$ cat config.mk
export PLATFORM = sky130hd
export DESIGN_NAME = vga_scan_timer_flat
export DESIGN_NICKNAME = d
export VERILOG_FILES = /design/src/rtl/vga_scan_timer_if.sv /design/src/rtl/vga_scan_timer.sv /design/src/flat_wrapper.sv
export SDC_FILE = /design/constraint.sdc
export NUM_CORES = 1
export LEC_CHECK = 0
export CORE_ASPECT_RATIO = 1.1
export CORE_MARGIN = 5
export CORE_UTILIZATION = 35
export DETAILED_ROUTE_END_ITERATION = 10
export PLACE_DENSITY_LB_ADDON = 0.1
export SLEW_MARGIN = 20
export SYNTH_ARGS = -nofsm -noshare
export SYNTH_HDL_FRONTEND = slang
export SYNTH_SLANG_ARGS = --single-unit
$ cat constraint.sdc
create_clock -name clk -period 8.4 [get_ports clk]
set_clock_uncertainty 0.2 [all_clocks]
set_input_delay 1.26 -clock clk [delete_from_list [all_inputs] [get_ports clk]]
set_output_delay 1.26 -clock clk [all_outputs]
set_load 0.005 [all_outputs]
$ cat src/rtl/vga_scan_timer_if.sv
// ----------------------------------------------------------------------------
// vga_scan_timer_if
//
// Purpose: bundles the raster-timing outputs of vga_scan_timer so that one
// connection carries the whole scan state to the sprite stages.
//
// Signals:
//   pix_tick     pixel-rate enable, one clk wide
//   hcount       horizontal position, 0..H_TOTAL-1
//   vcount       vertical position, 0..V_TOTAL-1
//   hsync        horizontal sync, active-low
//   vsync        vertical sync, active-low
//   video_on     high inside the visible region
//   update       once-per-frame strobe (first pixel of vertical blanking)
//   frame_count  frames completed, wraps 255->0
//
// Valid/ready: there is no handshake. Every signal is valid on every clk;
// consumers sample hcount/vcount each clk and treat a rising update as the
// frame event.
//
// Modports:
//   master  driven by the timing generator
//   slave   read by downstream sprite/game-state stages
// ----------------------------------------------------------------------------
interface vga_scan_timer_if;
    logic       pix_tick;
    logic [9:0] hcount;
    logic [9:0] vcount;
    logic       hsync;
    logic       vsync;
    logic       video_on;
    logic       update;
    logic [7:0] frame_count;

    modport master (
        output pix_tick,
        output hcount,
        output vcount,
        output hsync,
        output vsync,
        output video_on,
        output update,
        output frame_count
    );

    modport slave (
        input pix_tick,
        input hcount,
        input vcount,
        input hsync,
        input vsync,
        input video_on,
        input update,
        input frame_count
    );
endinterface

$ cat src/rtl/vga_scan_timer.sv
// ----------------------------------------------------------------------------
// vga_scan_timer
//
// Purpose: raster timing generator for the 640x480 @ 60 Hz display path.
// Divides clk down to the pixel rate, runs the horizontal/vertical position
// counters, and produces registered sync, active-video and frame-strobe
// outputs that are coherent with the counters in the same cycle.
//
// Ports:
//   clk   in   system clock
//   rst   in   synchronous, active-high reset
//   vga   out  vga_scan_timer_if.master: pix_tick, hcount, vcount, hsync,
//              vsync, video_on, update, frame_count
//
// Parameters: CLK_DIV (system clocks per pixel, >=1), horizontal
// H_ACTIVE/H_FP/H_SYNC/H_BP in pixels, vertical V_ACTIVE/V_FP/V_SYNC/V_BP in
// lines. All parameter sums are expected to stay below 1024.
// ----------------------------------------------------------------------------
module vga_scan_timer #(
    parameter int CLK_DIV  = 2,
    parameter int H_ACTIVE = 640,
    parameter int H_FP     = 16,
    parameter int H_SYNC   = 96,
    parameter int H_BP     = 48,
    parameter int V_ACTIVE = 480,
    parameter int V_FP     = 10,
    parameter int V_SYNC   = 2,
    parameter int V_BP     = 33
) (
    input  logic             clk,
    input  logic             rst,
    vga_scan_timer_if.master vga
);

    localparam int H_TOTAL = H_ACTIVE + H_FP + H_SYNC + H_BP;
    localparam int V_TOTAL = V_ACTIVE + V_FP + V_SYNC + V_BP;

    localparam logic [9:0] H_LAST   = 10'(H_TOTAL - 1);
    localparam logic [9:0] V_LAST   = 10'(V_TOTAL - 1);
    localparam logic [9:0] H_ACT    = 10'(H_ACTIVE);
    localparam logic [9:0] V_ACT    = 10'(V_ACTIVE);
    localparam logic [9:0] HS_START = 10'(H_ACTIVE + H_FP);
    localparam logic [9:0] HS_END   = 10'(H_ACTIVE + H_FP + H_SYNC - 1);
    localparam logic [9:0] VS_START = 10'(V_ACTIVE + V_FP);
    localparam logic [9:0] VS_END   = 10'(V_ACTIVE + V_FP + V_SYNC - 1);

    // ------------------------------------------------------------------------
    // Pixel-rate divider. pix_tick is decoded from the divider register, so
    // it is high during the last system clock of each pixel period and the
    // counters move on the edge that ends that clock.
    // ------------------------------------------------------------------------
    logic w_pix_tick;

    if (CLK_DIV > 1) begin : g_div
        localparam int              DIV_W    = $clog2(CLK_DIV);
        localparam logic [DIV_W-1:0] DIV_LAST = DIV_W'(CLK_DIV - 1);

        logic [DIV_W-1:0] r_div_cnt;

        always_ff @(posedge clk) begin
            if (rst) begin
                r_div_cnt <= '0;
            end else if (r_div_cnt == DIV_LAST) begin
                r_div_cnt <= '0;
            end else begin
                r_div_cnt <= r_div_cnt + 1'b1;
            end
        end

        assign w_pix_tick = (r_div_cnt == DIV_LAST);
    end else begin : g_nodiv
        // One system clock per pixel: every clock is a pixel clock.
        assign w_pix_tick = 1'b1;
    end

    // ------------------------------------------------------------------------
    // Position counters and registered decodes
    // ------------------------------------------------------------------------
    logic [9:0] r_hcount;
    logic [9:0] r_vcount;
    logic       r_hsync;
    logic       r_vsync;
    logic       r_video_on;
    logic       r_update;
    logic [7:0] r_frame_count;

    logic [9:0] w_h_next;
    logic [9:0] w_v_next;
    logic       w_hsync_next;
    logic       w_vsync_next;
    logic       w_video_on_next;
    logic       w_update_next;

    // Next-state counters: hold unless this is a pixel tick.
    always_comb begin
        w_h_next = r_hcount;
        w_v_next = r_vcount;
        if (w_pix_tick) begin
            if (r_hcount == H_LAST) begin
                w_h_next = '0;
                if (r_vcount == V_LAST) begin
                    w_v_next = '0;
                end else begin
                    w_v_next = r_vcount + 10'd1;
                end
            end else begin
                w_h_next = r_hcount + 10'd1;
            end
        end
    end

    // Decodes are taken from the next-state counters so the registered
    // outputs line up with hcount/vcount on the very same edge.
    always_comb begin
        w_hsync_next    = !((w_h_next >= HS_START) && (w_h_next <= HS_END));
        w_vsync_next    = !((w_v_next >= VS_START) && (w_v_next <= VS_END));
        w_video_on_next = (w_h_next < H_ACT) && (w_v_next < V_ACT);
        w_update_next   = (w_v_next == V_ACT) && (w_h_next == 10'd0);
    end

    always_ff @(posedge clk) begin
        if (rst) begin
            r_hcount      <= '0;
            r_vcount      <= '0;
            r_hsync       <= 1'b1;
            r_vsync       <= 1'b1;
            r_video_on    <= 1'b0;
            r_update      <= 1'b0;
            r_frame_count <= '0;
        end else begin
            r_hcount   <= w_h_next;
            r_vcount   <= w_v_next;
            r_hsync    <= w_hsync_next;
            r_vsync    <= w_vsync_next;
            r_video_on <= w_video_on_next;
            r_update   <= w_update_next;
            // Count a frame on the edge the counters step onto the first
            // blanking line; a tick always moves the counters, so this fires
            // once per frame, together with the rising update.
            if (w_pix_tick && w_update_next) begin
                r_frame_count <= r_frame_count + 8'd1;
            end
        end
    end

    assign vga.pix_tick    = w_pix_tick;
    assign vga.hcount      = r_hcount;
    assign vga.vcount      = r_vcount;
    assign vga.hsync       = r_hsync;
    assign vga.vsync       = r_vsync;
    assign vga.video_on    = r_video_on;
    assign vga.update      = r_update;
    assign vga.frame_count = r_frame_count;

endmodule

$ cat src/flat_wrapper.sv
// flat-port wrapper written by rule: the top's interface ports become plain ports
module vga_scan_timer_flat 
#(
    parameter int CLK_DIV  = 2,
    parameter int H_ACTIVE = 640,
    parameter int H_FP     = 16,
    parameter int H_SYNC   = 96,
    parameter int H_BP     = 48,
    parameter int V_ACTIVE = 480,
    parameter int V_FP     = 10,
    parameter int V_SYNC   = 2,
    parameter int V_BP     = 33
)
  (clk, rst, vga_pix_tick, vga_hcount, vga_vcount, vga_hsync, vga_vsync, vga_video_on, vga_update, vga_frame_count);
  vga_scan_timer_if vga_i ();
  input  logic clk;
  input  logic rst;
  output wire logic [$bits(vga_i.pix_tick)-1:0] vga_pix_tick;
  output wire logic [$bits(vga_i.hcount)-1:0] vga_hcount;
  output wire logic [$bits(vga_i.vcount)-1:0] vga_vcount;
  output wire logic [$bits(vga_i.hsync)-1:0] vga_hsync;
  output wire logic [$bits(vga_i.vsync)-1:0] vga_vsync;
  output wire logic [$bits(vga_i.video_on)-1:0] vga_video_on;
  output wire logic [$bits(vga_i.update)-1:0] vga_update;
  output wire logic [$bits(vga_i.frame_count)-1:0] vga_frame_count;
  assign vga_pix_tick = vga_i.pix_tick;
  assign vga_hcount = vga_i.hcount;
  assign vga_vcount = vga_i.vcount;
  assign vga_hsync = vga_i.hsync;
  assign vga_vsync = vga_i.vsync;
  assign vga_video_on = vga_i.video_on;
  assign vga_update = vga_i.update;
  assign vga_frame_count = vga_i.frame_count;
  vga_scan_timer #(.CLK_DIV(CLK_DIV), .H_ACTIVE(H_ACTIVE), .H_FP(H_FP), .H_SYNC(H_SYNC), .H_BP(H_BP), .V_ACTIVE(V_ACTIVE), .V_FP(V_FP), .V_SYNC(V_SYNC), .V_BP(V_BP)) u_core (.clk(clk), .rst(rst), .vga(vga_i));
endmodule
Word level (Yosys, flattened, before mapping)
Index checks and enable logic that the tools add are counted.
{"block": "totals", "output_inout_bits": 33, "input_bits": 2, "regBits": 33}
{"block": "op_classes", "n_lt_le_gt_ge": 6, "add_sub_neg": 4, "eq_ne": 3, "muxes": 5, "n_reduce_logical": 9}
{"operator": "10-bit two-way mux", "n": 5}
{"operator": "10-bit by 1-bit adder with 10-bit output, second input constant", "n": 2}
{"operator": "10-bit == test, second input constant", "n": 2}
{"operator": "10-bit by 9-bit == test with 1-bit output, second input constant", "n": 1}
{"operator": "10-bit greater-or-equal comparator, second input constant", "n": 1}
{"operator": "10-bit by 9-bit greater-or-equal comparator with 1-bit output, second input constant", "n": 1}
{"operator": "10-bit less-or-equal comparator, second input constant", "n": 1}
{"operator": "10-bit by 9-bit less-or-equal comparator with 1-bit output, second input constant", "n": 1}
{"operator": "10-bit zero test", "n": 1}
{"operator": "10-bit less-than comparator, second input constant", "n": 1}
{"operator": "10-bit by 9-bit less-than comparator with 1-bit output, second input constant", "n": 1}
{"operator": "8-bit by 1-bit adder with 8-bit output, second input constant", "n": 1}
{"operator": "1-bit logical AND", "n": 5}
{"operator": "1-bit zero test", "n": 2}
{"operator": "2-bit OR reduction", "n": 1}
{"operator": "1-bit adder, second input constant", "n": 1}

Longest topological paths before layout
{"block": "depth", "ltp_word": 7, "ltp_mapped": 11, "depth_no_buf": 9}

Worst setup path after synthesis
No wires, ideal clock.
{"block": "synth_timing", "path_type": "flip-flop to flip-flop", "start": "register u_core.r_hcount[0], in the netlist u_core.vga.hcount[0]", "end": "register u_core.r_frame_count[7], in the netlist u_core.vga.frame_count[7]", "stages_incl_launch_ff": 12, "path_slack_ns": 5.677, "period_less_slack_ns": 2.723, "arrival_time_ns": 2.452, "t_required_ns": 8.129, "n_path_buf": 3, "cell_sequence": "dfxtp_1 ha_1 and3_1 buf_6 and4_1 buf_6 a21oi_1 o221a_2 nand4_2 buf_2 or4_1 a21oi_1"}
{"block": "synth_via", "elab_chain_cells": 6, "elab_cells_between_ends": 10, "cone_classes": "add/sub (1); eq/ne (2); mux (4); reduce/logical (3)"}
{"element": "start, declared", "line": "vga_scan_timer.sv:79", "text": "logic [9:0] r_hcount;"}
{"element": "start signal, assigned", "line": "vga_scan_timer.sv:131", "text": "r_hcount <= w_h_next;"}
{"element": "10-bit by 1-bit adder with 10-bit output / 10-bit == test (equally long branches)", "line": "vga_scan_timer.sv:107, vga_scan_timer.sv:99"}
{"element": "10-bit two-way mux", "line": "vga_scan_timer.sv:99", "text": "if (r_hcount == H_LAST) begin"}
{"element": "10-bit two-way mux", "line": "vga_scan_timer.sv:98", "text": "if (w_pix_tick) begin"}
{"element": "10-bit zero test / 10-bit by 9-bit == test with 1-bit output (equally long branches)", "line": "vga_scan_timer.sv:118", "text": "w_update_next = (w_v_next == V_ACT) && (w_h_next == 10'd0);"}
{"element": "1-bit logical AND (*)", "line": "vga_scan_timer.sv:118"}
{"element": "1-bit logical AND (*)", "line": "vga_scan_timer.sv:140", "text": "if (w_pix_tick && w_update_next) begin"}
{"element": "end signal, assigned", "line": "vga_scan_timer.sv:141", "text": "r_frame_count <= r_frame_count + 8'd1;"}
{"element": "end, declared", "line": "vga_scan_timer.sv:85", "text": "logic [7:0] r_frame_count;"}
Every way passes the cells marked *; elsewhere a longest branch is shown, timed or not.
A chain may end at the register's enable or synchronous reset.

Worst setup path in the final report
Same ends and word-level chain as after synthesis.

==> reports/metrics.csv <==
stage;metric;value;unit
outcome;status;finished, final reports clean;
worst_setup_path;crit_path_max_fanout;18;
layout;drive_above_1_share;6.56;%
worst_setup_path;path_class;flip-flop to flip-flop;
worst_setup_path;arrival;3380;ps
yosys;synth-seq-cells;33;
route;drc;0;
yosys;yosys_warnings;0;
route;antenna_left;0;
sta;hold_viol;0;
layout;layout_commonest_cell;clkdlybuf4s50_1;
clock_tree;cts_setup_buffers;0;
yosys;synth_flop_cell;dfxtp_1;
sta;tightestPinTransition;600;ps
clock_tree;cts.clk_slew.worst_paths;70;ps
worst_hold_path;worstHoldPathType;flip-flop to flip-flop;
clock_tree;cts-htree-levels;2;
floorplan;core.rowCount;28;
clock_tree;clock_sinks;33;
worst_setup_path;crit_start;u_core.vga.hcount[0]$_SDFF_PP0_;
worst_setup_path;crit_path_start_kind;flip-flop;
layout;nFillCells;544;
clock_tree;clock_latency;280;ps
clock_tree;ctsHoldBuffers;0;
floorplan;initial_utilization;35.6;%
worst_setup_path;rr_startpoint;u_core.vga.hcount[0]$_SDFF_PP0_;
sta;tns;0;ps
sta;slew_headroom;60.0;%
floorplan;io_pins;35;
global_routing;antenna_found_initial;0;
route;vias;1769;
yosys;synth.top_cells.by_area;dfxtp_1, nor2_1, xor2_1;
layout;most-common-layout-cells;clkdlybuf4s50_1, dfxtp_1, nor2_1;
worst_hold_path;worstHoldStart;u_core.vga.frame_count[7]$_SDFFE_PP0P_;
clock_tree;root_buffer;clkbuf_8;
global_routing;grt_pass1_vias;1617;
placement;gp_congestion;0.776;
floorplan;die_h;87.2;µm
sta;fin_crit_sh;40.0;%
global_routing;grt_pass1_wl;8020;µm
worst_setup_path;cp-end-kind;flip-flop;
yosys;ys_types;52;
route;finalWirelength;4820;µm
sta;timing.hold.ws;295;ps
run;maxCapViolations;0;
floorplan;die_w;80.1;µm
layout;fin_nets;264;
yosys;yosys.area.top_type;dfxtp_1;
route;wl_per_cell;14.4;µm
yosys;avgSynthCellArea;8.20;µm²
sta;fmax;298;MHz
placement;io_buffers;34;
global_routing;grt_max_degree;29;
sta;setup_viol;0;
worst_setup_path;cp.required;8420;ps
floorplan;die_area;0.00699;mm²
placement;post-dp-hpwl;3430;µm
yosys;synth_nets;237;
layout;antenna_cells;0;
route;via_per_inst;5.30;
clock_tree;cts_tree;yes;
pwr;leakage;0.000797;µW
yosys;synth_cells;231;
clock_tree;clockBufferDepth;2;
yosys;syn-cell-area;0.00189;mm²
floorplan;core-area;0.00533;mm²
route;drtIter0Drc;144;
global_routing;track_usage;14.5;%
yosys;yosysSeqAreaShare;34.9;%
pwr;power.density;143;mW/mm²
yosys;synth_top_area_share;34.9;%
sta;maxSlewViolCount;0;
yosys;async_reset_ff_share;0;%
global_routing;overflow;0;
pwr;vdd_drop_max;115;µV
clock_tree;cts_buffers;5;
layout;syn2layout_area_growth;25.1;%
yosys;synth-edff-count;0;
route;firstDrtPassIters;4;
clock_tree;cts_resized;0;
sta;rsz0062_at_grt;no;
sta;post-route-min-period;3360;ps
[cell usage after synthesis (2+ instances only)]
cell type and instances:
xnor2_1 5, xor2_1 9, nand3_1 10, nor3b_1 3
o31ai_1 5, o221a_2 2, and3_1 5, nor2_1 27
dfxtp_1 33, inv_1 9, nand2_1 14, nand4_1 9
o21ai_0 7, or3_1 3, nor2b_1 2, and4_1 2
a21oi_1 13, nand2b_1 3, a211oi_1 2, nor4_1 3
clkbuf_1 6, a31oi_1 5, nor4b_1 2, nor3_1 11
o22ai_1 2, mux2_2 2, buf_6 2, buf_2 5
ha_1 4, or4_1 4
[cells by family after synthesis]
group / after synthesis / share of synthesized area (%)
buffers and inverters: 24 / 6.14
AND/OR/NAND/NOR: 104 / 30.1
multiplexers: 3 / 1.72
AO/OA/AOI/OAI: 49 / 18.1
XOR/XNOR: 14 / 6.47
flip-flops: 33 / 34.9
adder cells (fa/ha/maj): 4 / 2.64
[metal layers]
layer  wire [µm]  track usage (%)
met5           0                0
met4          57             4.15
met3         256             3.93
met2        2230             22.1
met1        2280             20.1
[sequential cells by signal, summed over array words and instances (netlist names)]
name,flops
u_core.vga.pix_tick,1
u_core.vga.update,1
u_core.vga.vsync,1
u_core.vga.hcount,10
u_core.vga.hsync,1
u_core.vga.frame_count,8
u_core.vga.vcount,10
u_core.vga.video_on,1
[metrics by stage]
step / total power (µW) / instance area (µm²) / cells / setup WS [ps] / util (%)
CTS: 345 / 2370 / 334 / 5060 / 44.5
floorplan: 179 / 1890 / 231 / 5680 / -
global route: 354 / 2370 / 334 / 4730 / 44.5
detailed placement: 187 / 2250 / 326 / 5090 / 42.3
global placement: 188 / 2250 / 326 / 5190 / 42.3
finish: 339 / 2370 / 334 / 5040 / 44.5
[cell type report]
| type | count | area [µm²] | area share, % |
|---|---|---|---|
| multi-input cells | 174 | 1120 | 47.1 |
| flip-flops and latches | 33 | 661 | 27.9 |
| repair buffers | 35 | 348 | 14.7 |
| well taps | 75 | 93.8 | 3.96 |
| clock buffers | 7 | 86.3 | 3.64 |
| inverters | 9 | 33.8 | 1.43 |
| clock inverters | 1 | 30.0 | 1.27 |
[worst max-delay path, cell delays in order, from the launching register on]
cell,delay (ps)
dfxtp_1,440
ha_1,240
and3_1,320
and4_1,630
o21ai_1,220
a21oi_4,250
nand4_2,270
or4_1,580
a21oi_1,150
[path summary, 6_finish.rpt]
check | end | slack, ps | depth (start not counted)
setup / recovery | u_core.vga.frame_count[7]$_SDFFE_PP0P_ | 5040 | 8
hold / removal | u_core.vga.frame_count[7]$_SDFFE_PP0P_ | 300 | 2
setup reg to reg | u_core.vga.frame_count[7]$_SDFFE_PP0P_ | 5040 | 8
hold reg to reg | u_core.vga.frame_count[7]$_SDFFE_PP0P_ | 300 | 2
[report_power, final]
part           switching, µW  internal [µW]  leakage (µW)
logic                   11.1           10.4      0.000472
clock network           58.8           96.7     0.0000585
registers               3.79            158      0.000267
(Power assumes the default switching activity.)
==> variant 1, RTL diff (config.mk and constraints unchanged) <==
`CLK_DIV` is set to 2 in 2 places; all go to 1.
--- a/src/rtl/vga_scan_timer.sv
+++ b/src/rtl/vga_scan_timer.sv
@@ -18,5 +18,5 @@
 // ----------------------------------------------------------------------------
 module vga_scan_timer #(
-    parameter int CLK_DIV  = 2,
+    parameter int CLK_DIV  = 1,
     parameter int H_ACTIVE = 640,
     parameter int H_FP     = 16,
--- a/src/flat_wrapper.sv
+++ b/src/flat_wrapper.sv
@@ -2,5 +2,5 @@
 module vga_scan_timer_flat 
 #(
-    parameter int CLK_DIV  = 2,
+    parameter int CLK_DIV  = 1,
     parameter int H_ACTIVE = 640,
     parameter int H_FP     = 16,
Formal check against the unedited RTL: not equivalent (Yosys sat finds a counterexample within 4 cycles, from zero or initial values and one cycle with rst high).
==> variant 1 against the original RTL <==
Largest power group unchanged. Core utilization up 0.29 points. Non-clock buffer count down 1. Final cell count is 6.6% lower. Wire length fell by 6.5%. Setup slack worse by 240 ps. First-iteration DRC count decreased by 26%. Sequential cell count decreased by 1. Sequential share of layout area up 0.35 points. Via count down 4.7%. Design area fell by 4.2%. Critical endpoint is now u_core.vga.frame_count[4]. Clock power down 22%. Area after synthesis fell by 2.0%. Power shrank 13%.
==> variant 1: results (changes against the original RTL) <==
<table>
<tr><th>Metric</th><th>Value</th></tr>
<tr><th colspan="2">GRT</th></tr>
<tr><td>Maximum number of pins on one net before global-route repair</td><td>25 (-14%)</td></tr>
<tr><td>Wire length of the first global-routing pass</td><td>7.60 mm (-5.3%)</td></tr>
<tr><td>Global-route total usage across every layer</td><td>14.0% (-0.55 points)</td></tr>
<tr><td>Via count of the first global-routing pass</td><td>1566 (-3.2%)</td></tr>
<tr><th colspan="2">Power and ir drop</th></tr>
<tr><td>Power density over the cells</td><td>130 nW/um2 (-9.2%)</td></tr>
<tr><td>LEAKAGE</td><td>0.812 nW (+1.8%)</td></tr>
<tr><th colspan="2">Placed design</th></tr>
<tr><td>Cell count after placement</td><td>304 (-6.7%)</td></tr>
<tr><td>Post-placement setup slack</td><td>4840 ps (-246 ps)</td></tr>
<tr><td>Cell area after placement</td><td>2180 um2 (-3.3%)</td></tr>
<tr><td>Final weighted congestion in routability-driven placement</td><td>0.847 (+9.2%)</td></tr>
<tr><td>Detailed placement HPWL</td><td>3.14 mm (-8.3%)</td></tr>
<tr><th colspan="2">Finish</th></tr>
<tr><td>Net count reported at finish</td><td>261 (-1.1%)</td></tr>
<tr><td>Proportion of layout cells with a drive suffix above 1</td><td>7.09% (+0.52 points)</td></tr>
<tr><td>Filler cells</td><td>540 (-0.74%)</td></tr>
<tr><th colspan="2">Outcome</th></tr>
<tr><td>Status</td><td>complete, no violations</td></tr>
<tr><th colspan="2">Yosys</th></tr>
<tr><td>Top cells by area, synth</td><td>dfxtp_1 35%, nor2_1 5.7%, a21oi_1 4.3%</td></tr>
<tr><td>Sequential fraction of the synthesis area</td><td>34.5% (-0.35 points)</td></tr>
<tr><td>Post-synthesis instance total</td><td>228 (-1.3%)</td></tr>
<tr><td>Number of distinct library cells after synthesis</td><td>51 (-1.9%)</td></tr>
<tr><td>Net Count, Synth</td><td>236 (-0.42%)</td></tr>
<tr><th colspan="2">Route</th></tr>
<tr><td>Drt wl/cell</td><td>14.5 um (about the same)</td></tr>
<tr><td>Detailed-route wire length</td><td>4.51 mm (-6.5%)</td></tr>
<tr><td>Total vias in the final route</td><td>1686 (-4.7%)</td></tr>
<tr><td>Drt first-iter violations</td><td>106 (-26%)</td></tr>
<tr><th colspan="2">Clock network</th></tr>
<tr><td>Worst skew pair latency</td><td>280 ps (about the same)</td></tr>
<tr><th colspan="2">Worst setup path</th></tr>
<tr><td>Arr. time, crit path</td><td>3620 ps (+240 ps)</td></tr>
<tr><td>Critical Path Fanout Max</td><td>19 (+1)</td></tr>
<tr><th colspan="2">Timing</th></tr>
<tr><td>Max transition margin</td><td>33.5% (-26 points)</td></tr>
</table>
[variant 1: layout make-up]
| cell class | count | area, um2 | area share (%) |
|---|---|---|---|
| timing repair buffer | 34 | 338 | 14.9 |
| clock buffer | 8 | 90.1 | 3.97 |
| inverter | 9 | 33.8 | 1.49 |
| multi-input combinational | 171 | 1090 | 48.2 |
| sequential | 32 | 641 | 28.2 |
| tap | 58 | 72.6 | 3.20 |
[variant 1: final timing paths]
check                           slack [ps]                 startpoint  cells after the start                   endpoint
worst max register to register        4800       u_core.vga.hcount[0]                      8  u_core.vga.frame_count[4]
worst min-delay path                   290  u_core.vga.frame_count[7]                      2  u_core.vga.frame_count[7]
worst max-delay path                  4800       u_core.vga.hcount[0]                      8  u_core.vga.frame_count[4]
worst min register to register         290  u_core.vga.frame_count[7]                      2  u_core.vga.frame_count[7]
[variant 1: cells by family (layout without fill, tap and decap cells)]
group / count (synthesis) / in the layout / synth area share [%]
xor+xnor: 15 / 15 / 7.08
buf+inv: 25 / 51 / 6.47
mux: 1 / 1 / 0.539
compound gates: 53 / 53 / 19.2
flops: 32 / 32 / 34.5
simple gates: 95 / 95 / 27.9
fa+ha+maj: 6 / 6 / 4.05
other cells: 1 / 1 / 0.202
[variant 1: where the power goes]
| group | internal, mW | leakage, nW | switching [mW] | total [mW] |
|---|---|---|---|---|
| Sequential | 0.154 | 0.259 | 0.00294 | 0.157 |
| Combinational | 0.00811 | 0.508 | 0.00795 | 0.0161 |
| Clock | 0.0668 | 0.0455 | 0.0556 | 0.122 |
| Total | 0.229 | 0.812 | 0.0665 | 0.295 |
[variant 1: metal layers]
layer / vias up / GRT usage [%] / wire, um
met4: 0 / 5.78 / 80
met1: 769 / 18.2 / 2210
met3: 6 / 4.47 / 249
met5: - / 0 / 0
met2: 44 / 21.1 / 1970
li1: 867 / - / -
[variant 1: critical path: stages (launching register included)]
cell and delay, ps:
dfxtp_1 460, ha_1 260, nand4_2 240, nor4_4 890
o21ai_0 320, a211oi_2 230, nand4_2 330, or3_1 450
a21oi_1 140
==> variant 2, RTL diff (same flow settings) <==
Without the edit above. Make the reset (`rst`) asynchronous in 2 clocked blocks. Comments in the files are not updated.
--- a/src/rtl/vga_scan_timer.sv
+++ b/src/rtl/vga_scan_timer.sv
@@ -58,5 +58,5 @@
         logic [DIV_W-1:0] r_div_cnt;
 
-        always_ff @(posedge clk) begin
+        always_ff @(posedge clk or posedge rst) begin
             if (rst) begin
                 r_div_cnt <= '0;
@@ -119,5 +119,5 @@
     end
 
-    always_ff @(posedge clk) begin
+    always_ff @(posedge clk or posedge rst) begin
         if (rst) begin
             r_hcount      <= '0;
Function: differs if rst is asserted again (counterexample within 4 cycles, from zero or initial values and one cycle with rst high); with rst held inactive, the same outputs for 10 cycles.
==> variant 2 against the original RTL <==
Wire length fell by 5.1%. Area after synthesis grew 0.86%. Critical path type unchanged. Sequential share of layout area up 6.3 points. Sequential cell count is the same. Design area grew 2.4%. Hold slack worse by 21 ps. Largest cell class unchanged. Via count decreased by 11%. Highest routed layer unchanged. Fmax shrank 5.8%. Die area grew 0.75%. Non-clock buffer count grew 2. Setup slack worse by 210 ps.
Power is not compared: it rests on default switching activity, and its combinational part moved more than twofold at a synthesized area within 25%.
==> variant 2: results (changes against the original RTL) <==
<table>
<tr><th>Metric</th><th>Value</th></tr>
<tr><th colspan="2">Finish</th></tr>
<tr><td>Layout buffer count excluding clock buffers</td><td>37 (+5.7%)</td></tr>
<tr><td>Number of multi-input logic gates</td><td>145 (-17%)</td></tr>
<tr><td>Net count reported at finish</td><td>238 (-9.8%)</td></tr>
<tr><td>Flip-flop and latch area</td><td>828 um2 (+25%)</td></tr>
<tr><td>Multi-input gate share of the layout cell area</td><td>40.7% (-6.5 points)</td></tr>
<tr><td>Data-path buffer share of cell area in the final layout</td><td>15.0% (+0.28 points)</td></tr>
<tr><td>Clock network contribution to total cell area</td><td>4.80% (-0.11 points)</td></tr>
<tr><td>Filler cells</td><td>533 (-2.0%)</td></tr>
<tr><td>Proportion of layout cells with a drive suffix above 1</td><td>10.3% (+3.7 points)</td></tr>
<tr><th colspan="2">Placed design</th></tr>
<tr><td>Final weighted congestion in routability-driven placement</td><td>0.835 (+7.7%)</td></tr>
<tr><td>Post-placement setup slack</td><td>4800 ps (-287 ps)</td></tr>
<tr><td>Detailed placement HPWL</td><td>3.31 mm (-3.5%)</td></tr>
<tr><th colspan="2">Timing</th></tr>
<tr><td>Max transition margin</td><td>61.1% (+1.2 points)</td></tr>
<tr><th colspan="2">GRT</th></tr>
<tr><td>Maximum number of pins on one net before global-route repair</td><td>34 (+17%)</td></tr>
<tr><td>Wire length of the first global-routing pass</td><td>8.02 mm (about the same)</td></tr>
<tr><th colspan="2">Worst setup path</th></tr>
<tr><td>Reg-to-Reg End</td><td>u_core.vga.frame_count[1]</td></tr>
<tr><td>Arr. time, crit path</td><td>3530 ps (+150 ps)</td></tr>
<tr><td>Worst flop-to-flop path startpoint</td><td>u_core.vga.hcount[0]</td></tr>
<tr><th colspan="2">Yosys</th></tr>
<tr><td>Top cells by area, synth</td><td>dfrtp_1 41%, xor2_1 6.9%, nand3_1 3.9%</td></tr>
<tr><td>Synth Flop Type</td><td>dfrtp_1</td></tr>
<tr><td>Sequential fraction of the synthesis area</td><td>43.4% (+8.5 points)</td></tr>
<tr><td>Net Count, Synth</td><td>203 (-14%)</td></tr>
<tr><td>Compound-cell area share of the yosys netlist</td><td>12.7% (-5.4 points)</td></tr>
<tr><td>Leading cell types by count after synthesis</td><td>31 x dfrtp_1, 19 x nand2_1, 15 x nand3_1, 15 x xor2_1, 11 x o21ai_0</td></tr>
<tr><th colspan="2">Hold path</th></tr>
<tr><td>End point of the worst hold path</td><td>u_core.vga.frame_count[7]</td></tr>
<tr><th colspan="2">Outcome</th></tr>
<tr><td>Status</td><td>complete, no violations</td></tr>
</table>
[variant 2: changes by cell type after synthesis, moves of 5 or more]
cell / change
a21oi_1: -9
and3_1: -5
dfrtp_1: +31
dfxtp_1: -33
nand2_1: +5
nand3_1: +5
nor2_1: -19
xor2_1: +6
[variant 2: through the flow]
stage                     area, um2  utilization, %  std cells  hold WS [ps]
final                          2430            45.3        308           275
after global routing           2430            45.3        308           317
after CTS                      2430            45.3        308           278
after detailed placement       2310            43.1        300           266
after global placement         2310            43.1        300           257
after floorplan                1910               -        197           265
[variant 2: how the worst max path moves through the flow]
stage	start	endpoint	slack (ps)
after floorplan	u_core.vga.hcount[0]	u_core.vga.frame_count[1]	4850
after global placement	u_core.vga.hcount[0]	u_core.vga.frame_count[1]	4910
after detailed placement	u_core.vga.hcount[0]	u_core.vga.frame_count[1]	4800
after CTS	u_core.vga.hcount[1]	u_core.vga.frame_count[1]	4780
after global routing	u_core.vga.hcount[1]	u_core.vga.frame_count[1]	4600
final	u_core.vga.hcount[0]	u_core.vga.frame_count[1]	4840
[variant 2: power breakdown]
group	total (mW)	leakage [nW]	switching (mW)	internal (mW)
combinational	0.00385	0.487	0.00311	0.000746
sequential	0.159	0.435	0	0.159
clock	0.157	0.0585	0.0606	0.0968
total	0.320	0.980	0.0637	0.256
[variant 2: metal layers]
| metal | vias up | part of all wire [%] | track usage, % |
|---|---|---|---|
| met2 | 33 | 46 | 22.5 |
| li1 | 792 | - | - |
| met3 | 8 | 4.0 | 3.62 |
| met4 | 0 | 1.6 | 5.22 |
| met5 | - | 0 | 0 |
| met1 | 746 | 49 | 20.0 |
[variant 2: worst max-delay path: stages (launching register included)]
cell     delay, ps
dfrtp_1        440
ha_1           230
or4b_4         530
or3_4          460
or4_4          550
a22oi_4        260
nand2_2        110
nor4_4         310
mux2_1         350
